### src/rtl/jt49_noise_lfsr.sv
// JT49 noise source: period divider feeding a configurable Fibonacci LFSR.
// Optional AY-style half-rate noise clock is built when JT49_NOISE_HALF_EN is defined.
module jt49_noise_lfsr #(
  parameter int PW   = 5,
  parameter int LW   = 17,
  parameter int TAPA = 0,
  parameter int TAPB = 3
) (
  input  logic          rst_n,
  input  logic          noise_clk,
  input  logic          cen,
  input  logic [PW-1:0] period,
  input  logic          mode,
  input  logic          ld,
  input  logic [LW-1:0] seed,
  output logic          noise,
  output logic          step,
  output logic [LW-1:0] lfsr
);

  localparam logic [LW-1:0] SEED_MSB = {1'b1, {(LW-1){1'b0}}};

  logic [PW-1:0] r_cnt;
  logic [LW-1:0] r_lfsr;
  logic          r_step;

  logic [PW-1:0] w_last;
  logic          w_wrap;
  logic          w_adv;
  logic          w_zero;
  logic          w_fb;
  logic [LW-1:0] w_shift;
  logic [LW-1:0] w_seed;

  // A period of 0 divides by 1; >= lets a shortened period wrap at once.
  assign w_last = (period == '0) ? '0 : period - PW'(1);
  assign w_wrap = cen && (r_cnt >= w_last);

  // An all-zero register injects a 1 so the generator can never lock up.
  assign w_zero = (r_lfsr == '0);
  assign w_fb   = mode ? (r_lfsr[0] | w_zero)
                       : (r_lfsr[TAPA] ^ r_lfsr[TAPB] ^ w_zero);

  genvar gi;
  generate
    for (gi = 0; gi < LW - 1; gi++) begin : g_shift
      assign w_shift[gi] = r_lfsr[gi+1];
    end
  endgenerate
  assign w_shift[LW-1] = w_fb;

  assign w_seed = (seed == '0) ? SEED_MSB : seed;

`ifdef JT49_NOISE_HALF_EN
  logic r_half;

  always_ff @(posedge noise_clk or negedge rst_n) begin
    if (!rst_n) begin
      r_half <= 1'b0;
    end else if (ld) begin
      r_half <= 1'b0;
    end else if (w_wrap) begin
      r_half <= ~r_half;
    end
  end

  assign w_adv = w_wrap & r_half;
`else
  assign w_adv = w_wrap;
`endif

  always_ff @(posedge noise_clk or negedge rst_n) begin
    if (!rst_n) begin
      r_cnt <= '0;
    end else if (ld) begin
      r_cnt <= '0;
    end else if (cen) begin
      r_cnt <= w_wrap ? '0 : r_cnt + PW'(1);
    end
  end

  // Load wins over a coincident advance, which is dropped along with its step.
  always_ff @(posedge noise_clk or negedge rst_n) begin
    if (!rst_n) begin
      r_lfsr <= '0;
      r_step <= 1'b0;
    end else begin
      r_step <= w_adv & ~ld;
      if (ld) begin
        r_lfsr <= w_seed;
      end else if (w_adv) begin
        r_lfsr <= w_shift;
      end
    end
  end

  assign lfsr  = r_lfsr;
  assign noise = r_lfsr[LW-1];
  assign step  = r_step;

endmodule
### config.mk
export PLATFORM = sky130hd
export DESIGN_NAME = jt49_noise_lfsr
export DESIGN_NICKNAME = d
export VERILOG_FILES = /design/src/rtl/jt49_noise_lfsr.sv
export SDC_FILE = /design/constraint.sdc
export NUM_CORES = 1
export LEC_CHECK = 0
export BUFFER_PORTS_ARGS = -buffer_cell sky130_fd_sc_hd__buf_2
export CORE_MARGIN = 5
export CORE_UTILIZATION = 40
export CTS_CLUSTER_DIAMETER = 30
export DETAILED_ROUTE_END_ITERATION = 8
export GPL_ROUTABILITY_DRIVEN = 0
export GPL_TIMING_DRIVEN = 0
export HOLD_SLACK_MARGIN = 0.1
export PLACE_DENSITY = 0.67
export SLEW_MARGIN = 15
export SYNTH_ARGS = -nofsm -noshare
export SYNTH_HDL_FRONTEND = slang
export SYNTH_SLANG_ARGS = --single-unit
### constraint.sdc
create_clock -name noise_clk -period 1.7 [get_ports noise_clk]
set_input_delay 0 -clock noise_clk [delete_from_list [all_inputs] [get_ports noise_clk]]
set_output_delay 0 -clock noise_clk [all_outputs]
set_load 0.01 [all_outputs]
# == After elaboration in Yosys (flattened, before gate mapping) ==
# Cells that the tools add are included.
# classes
reduce_logical,6
n_mux,8
magnitude_cmp,1
add_sub_neg,2
bitwise_logic,5
# ops
operator,n
two-way mux 17 bit,3
zero test 17 bit,2
two-way mux 5 bit,4
"adder 5 x 1 -> 5 bit, second input constant",1
>= comparator 5 bit,1
zero test 5 bit,1
"subtractor 5 x 1 -> 5 bit, second input constant",1
nonzero test 2 bit,2
XOR 1 bit,2
bitwise AND 1 bit,1
logical AND 1 bit,1
two-way mux 1 bit,1
inverter 1 bit,1
bitwise OR 1 bit,1
# word_totals
output_inout_bits,19
reg_bits,23
inputBits,27

# == Longest topological paths before layout ==
# Gate-level depths: netlist (run 1).
# depth
word_depth,7
mapped_depth,13

# == Worst setup path after synthesis (run 1) ==
# No wires, ideal clock.
# synth_path
kind,input to register
start,input period[0]
end,"register r_lfsr[1], in the netlist lfsr[1]"
n_path_buf,1
required_ns,1.567
stages,11
arrival_time_ns,1.843
slack_ns,-0.277
path_cell_list,inv_1 ha_1 nor2b_1 nor2b_1 mux2i_1 ha_1 a21o_1 and3b_1 a21oi_4 buf_6 o211ai_2
# synth_via
elab_chain_cells,5
elab_cells_between_ends,6
classes_between,add/sub: 1; order compare: 1; mux: 1; reduce/logical: 3
# synth_lines
element,line_no,rtl
from (decl),12,"input logic [PW-1:0] period,"
subtractor 5 x 1 -> 5 bit or zero test 5 bit (tied branches),36,assign w_last = (period == '0) ? '0 : period - PW'(1);
two-way mux 5 bit *,36,
>= comparator 5 bit *,37,assign w_wrap = cen && (r_cnt >= w_last);
logical AND 1 bit *,37,
nonzero test 2 bit (no line) *,n/a,
to (signal assigned),90,r_lfsr <= w_seed;
to (signal assigned),92,r_lfsr <= w_shift;
to (decl),24,logic [LW-1:0] r_lfsr;
# Every way passes the cells marked *; elsewhere a longest branch is shown, timed or not.
# A chain may end at the register's enable or synchronous reset.

# == Worst setup path in the final report (run 1) ==
# layout_path
start,input period[1]
end,"register r_lfsr[4], in the netlist lfsr[4]"
# The elaborated chain is that of the path after synthesis.

==> metrics.csv, run 1 <==
stage,metric,value,unit
worst_setup_path,crit_end,lfsr[4],
final_layout,area_growth,49.5,%
worst_setup_path,critical_path.max_fanout,10,
worst_setup_path,r2r_end,lfsr[4],
yosys,syn_inst,164,
worst_setup_path,cp.required,1.84,ns
yosys,synth_warnings,0,
pwr,power_leakage,1.08,nW
routing,vias,1507,
placed_design,dp_hpwl,2910,um
floorplanning,die_w,71.8,um
timing,tightest_slew,0.532,ns
yosys,synth_nets,199,
pwr,power_frac_seq,44.1,%
worst_setup_path,critPathLaunchType,input pin,
pwr,clkPwrFrac,22.9,%
routing,wire_per_inst,14.5,um
pwr,max-vdd-ir-drop,310,uV
yosys,ys_seq_area_share,37.7,%
grt,antenna_found_initial,0,
grt,grt_pass1_wl,7320,um
clock_tree,clkSlewWorstSetupHoldPaths,0.08,ns
worst_setup_path,crit_path_frequent_cell,nor2b_4,
timing,period_needed,1.74,ns
routing,ant_nets,0,
yosys,syn_avg_cell_area,9.31,um2
yosys,dominantRegCellSynth,dfrtp_1,
timing,skew,0.00441,ns
yosys,syn-cell-area,0.00153,mm2
floorplanning,core.rowCount,22,
worst_hold_path,hold_path_class,in2reg,
grt,grt_usage,17.9,%
timing,drv_slew,0,
clock_tree,cts.sinks,23,
worst_setup_path,path_depth,12,
worst_setup_path,cp_top_family,compound AO/OA/AOI/OAI gates,
placed_design,numPortBuffers,45,
worst_setup_path,rr_worst_depth,6,
worst_setup_path,crit_type,in2reg,
timing,relSlewSlack,64.5,%
pwr,cellPowerDensity,644,mW/mm2
clock_tree,cts_buffer_depth,2,
floorplanning,die_h,71.8,um
final_layout,fin_area,0.00228,mm2
worst_setup_path,regToRegSetupSlack,-0.01,ns
worst_setup_path,critPathBufInv,3,
worst_setup_path,arrival,1.88,ns
flow_run,cap_violations,0,
floorplanning,core,0.00369,mm2
clock_tree,htree_levels,1,
yosys,ys_ff_latch,23,
yosys,synth_edf_count,0,
routing,drc,0,
worst_setup_path,crit_chain,"buf_12, inv_12, ha_4, nor2b_4, nor2b_4, mux2i_1, ha_1, a21o_1, and3b_1, a21oi_4, buf_8, o211ai_2",
routing,drt_iter0_markers,54,
yosys,synth-async-reset-ratio,100,%
grt,grt_max_degree,24,
pwr,sw_frac_of_total,31.6,%
worst_setup_path,crit_path_start,period[1],
timing,max_freq,574,MHz
floorplanning,ios,46,
final_layout,antenna_cells,0,
timing,finalCritPeriodShare,102,%
clock_tree,cts_tree,built,
floorplanning,die-area,0.00515,mm2
grt,overflow,0,
routing,avgViaCountPerCell,5.23,
final_layout,drive_gt1_share,37.5,%
timing,hold_viol,0,
routing,wl,4180,um
timing,setup_violations,13,
clock_tree,cts_made_buffers,3,
pwr,internal_power,0.00101,W
timing,rsz0062_at_grt,true,
timing,holdWs,0.115,ns
worst_setup_path,slowest_stage,ha_1,
routing,drtPass1Iterations,4,
outcome,outcome,"finished, violations left",
final_layout,final_net_count,276,
clock_tree,insertion_delay,0.26,ns
floorplanning,initial_utilization,41.4,%
timing,finalWorstSetupSlack,-0.0422,ns
pwr,power.switching,0.000464,W
worst_setup_path,r2r_start,r_cnt[4],
outcome,violations,setup timing,
placed_design,place_area,0.00189,mm2
pwr,p_comb_share,33.0,%
worst_setup_path,cp-end-kind,flop,
final_layout,fin_util,61.9,%
clock_tree,cts_root_buf,clkbuf_8,
placed_design,dp_slack,-0.531,ns
worst_setup_path,critPathMaxStageDelay,0.29,ns
final_layout,fillCellCount,339,
yosys,ys_types,33,
grt,first_global_vias,1563,
## state kept, by name, indices dropped and copies added, names as in the netlist
signal and flops:
step 1, lfsr 17, r_cnt 5
## repair_timing
| action | CTS | global route |
|---|---|---|
| pin swaps | 13 | 2 |
| gates cloned | 1 | 0 |
| resized for setup | 20 | 7 |
| buffers inserted | 7 | 1 |
| endpoints found under the hold margin | 40 | 0 |
| hold buffers | 18 | 0 |
| endpoints found under the setup margin | 23 | 22 |
## cell usage after synthesis (all sizes together), types with 3 or more instances
cell	n	area, um2
o211ai	34	300
dfrtp	23	576
inv	21	78.8
nand2	20	75.1
buf	8	51.3
ha	8	100
nor4	8	50.1
nor2	6	22.5
a21oi	5	47.5
nor2b	5	31.3
o21ai	4	20.0
xor2	3	26.3
## cell usage in the layout (no fill, tap or decap), types with 3 or more instances in the layout
cell type	Yosys	layout
a21oi_1	3	3
buf_2	5	46
buf_4	2	5
buf_6	1	8
clkbuf_8	0	3
dfrtp_1	23	23
dlygate4sd3_1	0	18
ha_1	8	5
ha_4	0	3
inv_1	21	19
nand2_1	20	19
nor2_1	6	6
nor2b_4	0	3
nor4_1	8	8
o211ai_1	25	25
o211ai_2	9	9
xor2_1	3	3
## logic make-up (layout without fill, tap and decap cells)
group                    Yosys count  in the layout  share of synthesized area (%)
AO/OA/AOI/OAI                     50             50                           28.0
multiplexers                       1              1                          0.656
XOR/XNOR                           4              4                           2.30
flip-flops                        23             23                           37.7
buffers and inverters             30            106                           8.77
AND/OR/NAND/NOR                   48             48                           16.0
adder cells (fa/ha/maj)            8              8                           6.56
## how the worst min path moves through the flow
stage | startpoint | endpoint | cells past startpoint
floorplan | rst_n | lfsr[0] | 0
global placement | rst_n | lfsr[6] | 1
global route | cen | r_cnt[1] | 3
detailed placement | rst_n | lfsr[7] | 1
finish | cen | r_cnt[1] | 3
CTS | cen | r_cnt[1] | 3
## stage by stage
step | power [W] | TNS, ns | instances
floorplan | 0.000886 | -1.74 | 164
global placement | 0.00104 | -9.66 | 257
detailed placement | 0.00104 | -10.03 | 257
CTS | 0.00147 | -0.159 | 287
global route | 0.00156 | -2.33 | 288
finish | 0.00147 | -0.352 | 288
## worst reg2reg max path, delay by kind of cell (launching register included)
family	cells	cell delay, ns
compound gates	3	0.49
fa+ha+maj	1	0.33
buf+inv	1	0.19
flops	1	0.40
simple gates	1	0.19
## routing by layer
layer / GRT usage, % / vias up / part of all wire [%]
li1: - / 749 / -
met1: 23.3 / 717 / 46
met2: 30.3 / 35 / 48
met3: 3.37 / 6 / 4.0
met4: 4.80 / 0 / 1.4
met5: 0 / - / 0
## layout make-up
type / instances / area, um2 / area share, %
repair buffers: 72 / 529 / 23.2
multi-input cells: 111 / 897 / 39.3
well taps: 48 / 60.1 / 2.63
clock buffers: 4 / 45.0 / 1.97
plain buffers: 9 / 78.8 / 3.45
inverters: 21 / 96.3 / 4.22
flip-flops and latches: 23 / 576 / 25.2
## power by group through the flow
| stage | logic, W | clock network, W | registers [W] |
|---|---|---|---|
| 3_5_place_dp | 0.000384 | 0 | 0.000660 |
| 6_report | 0.000485 | 0.000336 | 0.000649 |
| 4_1_cts | 0.000479 | 0.000345 | 0.000649 |
| 5_1_grt | 0.000537 | 0.000368 | 0.000659 |
| 2_1_floorplan | 0.000218 | 0 | 0.000668 |
| 3_3_place_gp | 0.000378 | 0 | 0.000661 |
Note: power is estimated with default switching activity, not from simulation.
==> run 2, diff against run 1 <==
--- a/config.mk
+++ b/config.mk
@@ -8,2 +8,4 @@
 export BUFFER_PORTS_ARGS = -buffer_cell sky130_fd_sc_hd__buf_2
+export CAP_MARGIN = 20
+export CORE_ASPECT_RATIO = 1.75
 export CORE_MARGIN = 5
==> constraint.sdc (replaced) <==
create_clock -name noise_clk -period 1.7 [get_ports noise_clk]
set_input_delay 0.34 -clock noise_clk [delete_from_list [all_inputs] [get_ports noise_clk]]
set_output_delay 0.34 -clock noise_clk [all_outputs]
set_load 0.01 [all_outputs]
==> run 2 against run 1 <==
- worst hold slack improved by 0.20 ns
- largest power group unchanged
- via count fell by 4.4%
- highest routed layer unchanged
- the run still ends with setup timing left
- die area rose by 0.94%
- clock power barely moved
- combinational power fell by 9.7%
- sequential share of layout area rose by 2.4 points
- worst setup slack got worse by 0.35 ns
- design area fell by 8.8%
==> metrics.csv, run 2 (synthesized netlist as in run 1, its figures left out) <==
stage,metric,value,unit,change
worst_hold_path,min-delay-start,seed[3],,
timing,tightest_slew,0.520,ns,-0.0117 ns
grt,grt_pass1_wl,7050,um,-3.7%
placed_design,numPortBuffers,45,,unchanged
worst_setup_path,critical_path.max_fanout,8,,-2
grt,grt_usage,16.8,%,-1.1 points
pwr,power_frac_seq,45.6,%,+1.5 points
worst_setup_path,arrival,2.23,ns,+0.35 ns
final_layout,final_cell_mix,"buf_2, o211ai_1, dfrtp_1, nand2_1, inv_1",,
floorplanning,initial_utilization,41.7,%,+0.27 points
timing,max_freq,478,MHz,-17%
pwr,p_total,0.00143,W,-3.0%
pwr,max-vdd-ir-drop,536,uV,+73%
worst_setup_path,crit_path_start,period[1],,
worst_setup_path,crit_end,lfsr[16],,
floorplanning,core,0.00366,mm2,-0.64%
outcome,outcome,"finished, violations left",,
timing,relSlewSlack,65.3,%,+0.78 points
timing,hold_viol,0,,unchanged
timing,setup_violations,23,,+10
grt,antenna_found_initial,0,,unchanged
grt,grt_util_met3,2.67,%,-0.70 points
timing,skew,0.00727,ns,+0.00285 ns
worst_setup_path,r2r_end,lfsr[16],,
grt,grtUsageMet1,19.6,%,-3.7 points
worst_setup_path,cp-end-kind,flop,,
final_layout,layout_commonest_cell,buf_2,,
final_layout,final_net_count,257,,-6.9%
clock_tree,insertion_delay,0.26,ns,about the same
routing,drt_iter0_markers,33,,-39%
clock_tree,cts_root_buf,clkbuf_8,,
pwr,power_leakage,0.986,nW,-8.4%
floorplanning,die_w,56.7,um,-21%
grt,first_global_vias,1520,,-2.8%
worst_setup_path,critPathLaunchType,input pin,,
clock_tree,cts.sinks,23,,unchanged
pwr,clkPwrFrac,23.6,%,+0.7 points
outcome,violations,setup timing,,
clock_tree,cts_made_buffers,3,,unchanged
routing,drc,0,,unchanged
clock_tree,cts_tree,built,,
floorplanning,core.rowCount,29,,+32%
routing,wire_per_inst,15.5,um,+6.9%
placed_design,dp_hpwl,3080,um,+5.7%
routing,ant_nets,0,,unchanged
timing,finalCritPeriodShare,123,%,+21 points
floorplanning,die-area,0.00520,mm2,+0.94%
grt,overflow,0,,unchanged
final_layout,area_growth,36.3,%,
placed_design,dp_slack,-0.895,ns,-0.363 ns
timing,drv_slew,0,,unchanged
final_layout,fillCellCount,341,,+0.59%
worst_setup_path,crit_type,in2reg,,
clock_tree,clkSlewWorstSetupHoldPaths,0.08,ns,about the same
final_layout,fin_area,0.00208,mm2,-8.8%
pwr,sw_frac_of_total,32.2,%,+0.59 points
routing,vias,1440,,-4.4%
floorplanning,die_h,91.7,um,+28%
timing,tns,-8.43,ns,-8.08 ns
worst_setup_path,rr_worst_depth,6,,unchanged
pwr,cellPowerDensity,685,mW/mm2,+6.4%
worst_setup_path,cp.required,1.84,ns,about the same
routing,wl,4140,um,-0.93%
clock_tree,htree_levels,1,,unchanged
grt,grt-busiest-layer,met2,,
pwr,internal_power,0.000967,W,-3.8%
flow_run,cap_violations,0,,unchanged
timing,finalWorstSetupSlack,-0.392,ns,-0.350 ns
routing,drtPass1Iterations,4,,unchanged
final_layout,drive_gt1_share,41.6,%,+4.1 points
timing,rsz0062_at_grt,true,,
floorplanning,ios,46,,unchanged
worst_setup_path,regToRegSetupSlack,-0.01,ns,about the same
routing,avgViaCountPerCell,5.39,,+3.1%
final_layout,antenna_cells,0,,unchanged
pwr,p_comb_share,30.7,%,-2.3 points
grt,grt_max_degree,24,,unchanged
clock_tree,cts_buffer_depth,2,,unchanged
pwr,power.switching,0.000459,W,-1.2%
grt,use_met2,30.4,%,+0.099 points
final_layout,largest_register_ffs,17,,unchanged
worst_setup_path,r2r_start,r_cnt[4],,
worst_hold_path,hold_path_class,in2reg,,
timing,period_needed,2.09,ns,+0.350 ns
placed_design,place_area,0.00190,mm2,+0.73%
-- run 2: worst min-delay path by stage --
stage	end	slack [ns]	depth (start not counted)
2_1_floorplan	lfsr[0]	0.04	0
3_3_place_gp	lfsr[2]	0.35	1
3_5_place_dp	lfsr[1]	0.35	1
4_1_cts	lfsr[3]	0.31	3
5_1_grt	lfsr[2]	0.33	3
6_report	lfsr[3]	0.31	3
-- run 2: cell type report --
class                           count  area, um2  share of cell area [%]
Inverter                           21       96.3                    4.63
Multi-Input combinational cell    111        901                    43.3
Tap cell                           46       57.6                    2.77
Clock buffer                        4       45.0                    2.16
Timing Repair Buffer               54        335                    16.1
Buffer                              8       70.1                    3.37
Sequential cell                    23        576                    27.7
-- run 2: power by group through the flow --
| stage | registers (W) | clock network [W] | logic, W |
|---|---|---|---|
| 2_1_floorplan | 0.000668 | 0 | 0.000224 |
| 3_3_place_gp | 0.000662 | 0 | 0.000386 |
| 3_5_place_dp | 0.000661 | 0 | 0.000390 |
| 4_1_cts | 0.000651 | 0.000341 | 0.000433 |
| 5_1_grt | 0.000660 | 0.000359 | 0.000486 |
| 6_report | 0.000651 | 0.000337 | 0.000438 |
-- run 2: repair_timing --
item	CTS	global route
hold buffers	1	0
gates resized for setup	16	11
endpoints found under the setup margin	23	23
cloned	1	0
pin swaps	10	16
setup buffers	7	1
hold endpoints to repair	23	0
-- run 2: metal layers --
metal / vias to the layer above / part of all wire [%] / wire length [um]
met2: 46 / 55 / 2290
met1: 677 / 38 / 1580
li1: 708 / - / -
met4: 0 / 2.0 / 82
met3: 9 / 4.5 / 185
met5: - / 0 / 0
-- run 2: worst max-delay path: stages --
cell and delay [ns]:
buf_12 0.11, inv_12 0.04, ha_4 0.12, nor2b_4 0.15
nor2b_4 0.15, mux2i_1 0.18, ha_1 0.27, a21o_1 0.21
and3b_2 0.21, a21oi_4 0.19, buf_6 0.16, o211ai_1 0.09
-- run 2: stage by stage --
step                      utilization [%]  instances  hold WS [ns]
after floorplan                         -        164        0.0444
after global placement               51.9        255         0.351
after detailed placement             51.9        255         0.353
after CTS                            56.8        268         0.311
after global routing                 56.8        267         0.326
final                                56.8        267         0.311
==> run 3, diff against run 2 <==
- ABC_AREA: unset -> 1
- PLACE_DENSITY: 0.67 -> 0.66
==> run 3 against run 2 <==
- the flow still finishes with violations (setup timing)
- combinational power rose by 39%
- worst setup slack better by 0.20 ns
- sequential cell count stayed put
- clock-buffer cell count unchanged
- sequential power up 2%
- clock power is essentially flat
- utilization is 5.0 points higher
- clock skew is 0.0055 ns lower
- synthesized cell count increased by 38%
- critical endpoint is now lfsr[15]
==> metrics.csv, run 3 <==
stage,metric,value,unit,change
floorplanning,die-area,0.00550,mm2,+5.8%
timing,period_needed,1.89,ns,-0.197 ns
yosys,syn_avg_cell_area,7.18,um2,-23%
clock_tree,cts_tree,built,,
outcome,outcome,"finished, violations left",,
yosys,synthTopCellsByArea,"dfrtp_1, nand2_1, o21ai_2, nor2_1, inv_1",,
timing,holdWs,0.372,ns,+0.0605 ns
final_layout,antenna_cells,0,,unchanged
clock_tree,cts_buffer_depth,2,,unchanged
clock_tree,cts_made_buffers,3,,unchanged
timing,finalWorstSetupSlack,-0.195,ns,+0.197 ns
worst_setup_path,critical_path.max_fanout,5,,-3
yosys,ys_seq_area_share,35.3,%,-2.4 points
routing,wl,4440,um,+7.2%
yosys,syn-cell-area,0.00163,mm2,+6.8%
clock_tree,cts.sinks,23,,unchanged
yosys,synth_warnings,0,,unchanged
final_layout,layout_commonest_cell,nand2_1,,
yosys,ys_top_cells_by_count,"nand2_1, nor2_1, inv_1, dfrtp_1, o21ai_0",,
grt,antenna_found_initial,0,,unchanged
worst_setup_path,cp.required,1.86,ns,+0.02 ns
routing,drc,0,,unchanged
routing,wire_per_inst,13.2,um,-15%
pwr,p_total,0.00161,W,+13%
grt,first_global_vias,1700,,+12%
pwr,max-vdd-ir-drop,535,uV,-0.24%
timing,tns,-3.36,ns,+5.07 ns
placed_design,place_inst,319,,+25%
final_layout,fillCellCount,382,,+12%
yosys,synth-async-reset-ratio,100,%,unchanged
floorplanning,die_w,58.3,um,+2.8%
clock_tree,insertion_delay,0.26,ns,about the same
floorplanning,initial_utilization,41.8,%,+0.11 points
placed_design,place_area,0.00200,mm2,+5.3%
timing,finalCritPeriodShare,111,%,-12 points
clock_tree,htree_levels,1,,unchanged
yosys,ys_ff_latch,23,,unchanged
grt,grt_usage,17.3,%,+0.50 points
final_layout,area_growth,47.9,%,
final_layout,fin_area,0.00241,mm2,+16%
grt,overflow,0,,unchanged
placed_design,dp_hpwl,3240,um,+5.1%
floorplanning,die_h,94.5,um,+3.0%
grt,grt_pass1_wl,7470,um,+5.9%
final_layout,drive_gt1_share,46.0,%,+4.4 points
yosys,yosysTopAreaCellShare,35.3,%,-2.4 points
routing,vias,1626,,+13%
yosys,synth_edf_count,0,,unchanged
routing,drtPass1Iterations,4,,unchanged
final_layout,multi_input_area,0.00105,mm2,+16%
timing,tightest_slew,0.546,ns,+0.0261 ns
worst_setup_path,critPathLaunchType,input pin,,
clock_tree,cts_root_buf,clkbuf_8,,
worst_hold_path,hold_path_class,in2reg,,
timing,max_freq,528,MHz,+10%
final_layout,fin_cells,337,,+26%
worst_hold_path,whs_path_depth,3,,unchanged
final_layout,largest_register_ffs,17,,unchanged
outcome,violations,setup timing,,
grt,grt_max_degree,24,,unchanged
yosys,ys_types,22,,-33%
final_layout,final_net_count,325,,+26%
yosys,syn_inst,227,,+38%
yosys,dominantRegCellSynth,dfrtp_1,,
worst_setup_path,cp-end-kind,flop,,
placed_design,numPortBuffers,44,,-2.2%
pwr,cellPowerDensity,669,mW/mm2,-2.4%
final_layout,final_cell_mix,"nand2_1, buf_2, inv_1, nor2_1, dfrtp_1",,
timing,drv_slew,0,,unchanged
clock_tree,clkSlewWorstSetupHoldPaths,0.08,ns,about the same
floorplanning,ios,46,,unchanged
flow_run,cap_violations,0,,unchanged
yosys,synth_top_area_cell,dfrtp_1,,
yosys,synth_nets,262,,+32%
pwr,power_leakage,1.22,nW,+23%
worst_setup_path,crit_type,in2reg,,
timing,skew,0.00173,ns,-0.00554 ns
timing,relSlewSlack,63.6,%,-1.7 points
floorplanning,core,0.00390,mm2,+6.5%
final_layout,seq_area,576,um2,unchanged
timing,rsz0062_at_grt,true,,
worst_setup_path,arrival,2.06,ns,-0.17 ns
routing,avgViaCountPerCell,4.82,,-11%
floorplanning,core.rowCount,30,,+3.4%
yosys,synth.most_common_cell,nand2_1,,
routing,drt_iter0_markers,63,,+91%
timing,setup_violations,21,,-8.7%
timing,hold_viol,0,,unchanged
worst_setup_path,rr_worst_depth,11,,+5
routing,ant_nets,0,,unchanged
-- run 3: repair_timing --
action	4_1_cts	5_1_grt
buffers inserted	7	4
pin swaps	6	20
endpoints found under the hold margin	23	0
gates cloned	2	1
resized for setup	39	20
hold buffers	1	0
endpoints found under the setup margin	21	23
-- run 3: per-stage QoR --
step                utilization (%)  setup WS (ns)
finish                         61.8         -0.195
global route                   61.8         -0.293
CTS                            59.4         -0.165
detailed placement             51.2         -0.563
global placement               51.2         -0.539
floorplan                         -         -0.172
-- run 3: report_power, final --
part           switching, W  leakage, nW  internal (W)  total (W)
logic              0.000325        0.898      0.000285   0.000609
clock network      0.000173       0.0228      0.000167   0.000340
registers         0.0000548        0.295      0.000610   0.000664
total              0.000552         1.22       0.00106    0.00161
-- run 3: path summary, 6_finish.rpt --
path | slack (ns) | start | endpoint
min in group asynchronous | 0.59 | rst_n | lfsr[6]
max in group asynchronous | 0.75 | rst_n | lfsr[0]
min reg2reg | 0.57 | lfsr[10] | lfsr[10]
max | -0.19 | period[1] | lfsr[15]
max reg2reg | -0.05 | r_cnt[2] | lfsr[15]
min | 0.37 | cen | r_cnt[1]
-- run 3: per-layer routing --
layer | vias to the layer above | wire length (um) | GRT usage, %
li1 | 834 | - | -
met1 | 750 | 1670 | 17.8
met2 | 36 | 2520 | 34.2
met3 | 6 | 182 | 2.74
met4 | 0 | 70 | 5.03
met5 | - | 0 | 0
-- run 3: area by class of cell --
class	instances	area share, %
multi-input cells	164	43.4
clock buffers	4	1.87
inverters	32	5.92
flip-flops and latches	23	23.9
well taps	48	2.49
repair buffers	58	18.2
plain buffers	8	4.20
-- run 3: cell families (layout without fill, tap and decap cells) --
| logic type | Yosys count | after routing | share of synthesized area (%) |
|---|---|---|---|
| simple gates | 117 | 117 | 29.4 |
| buf+inv | 40 | 102 | 12.8 |
| compound gates | 37 | 37 | 15.3 |
| flops | 23 | 23 | 35.3 |
| fa+ha+maj | 8 | 8 | 6.14 |
| xor+xnor | 2 | 2 | 1.07 |
-- run 3: worst max-delay path, cell delays in order --
cell     delay (ns)
buf_12         0.11
inv_12         0.05
ha_4           0.16
inv_2          0.04
nor2_2         0.09
o21ai_1        0.06
ha_1           0.35
nand2_1        0.09
nand2_1        0.06
nand2_2        0.07
nand3_2        0.07
nand2_2        0.10
nand2_4        0.08
buf_4          0.15
buf_12         0.13
nand2_2        0.06
o21ai_2        0.05
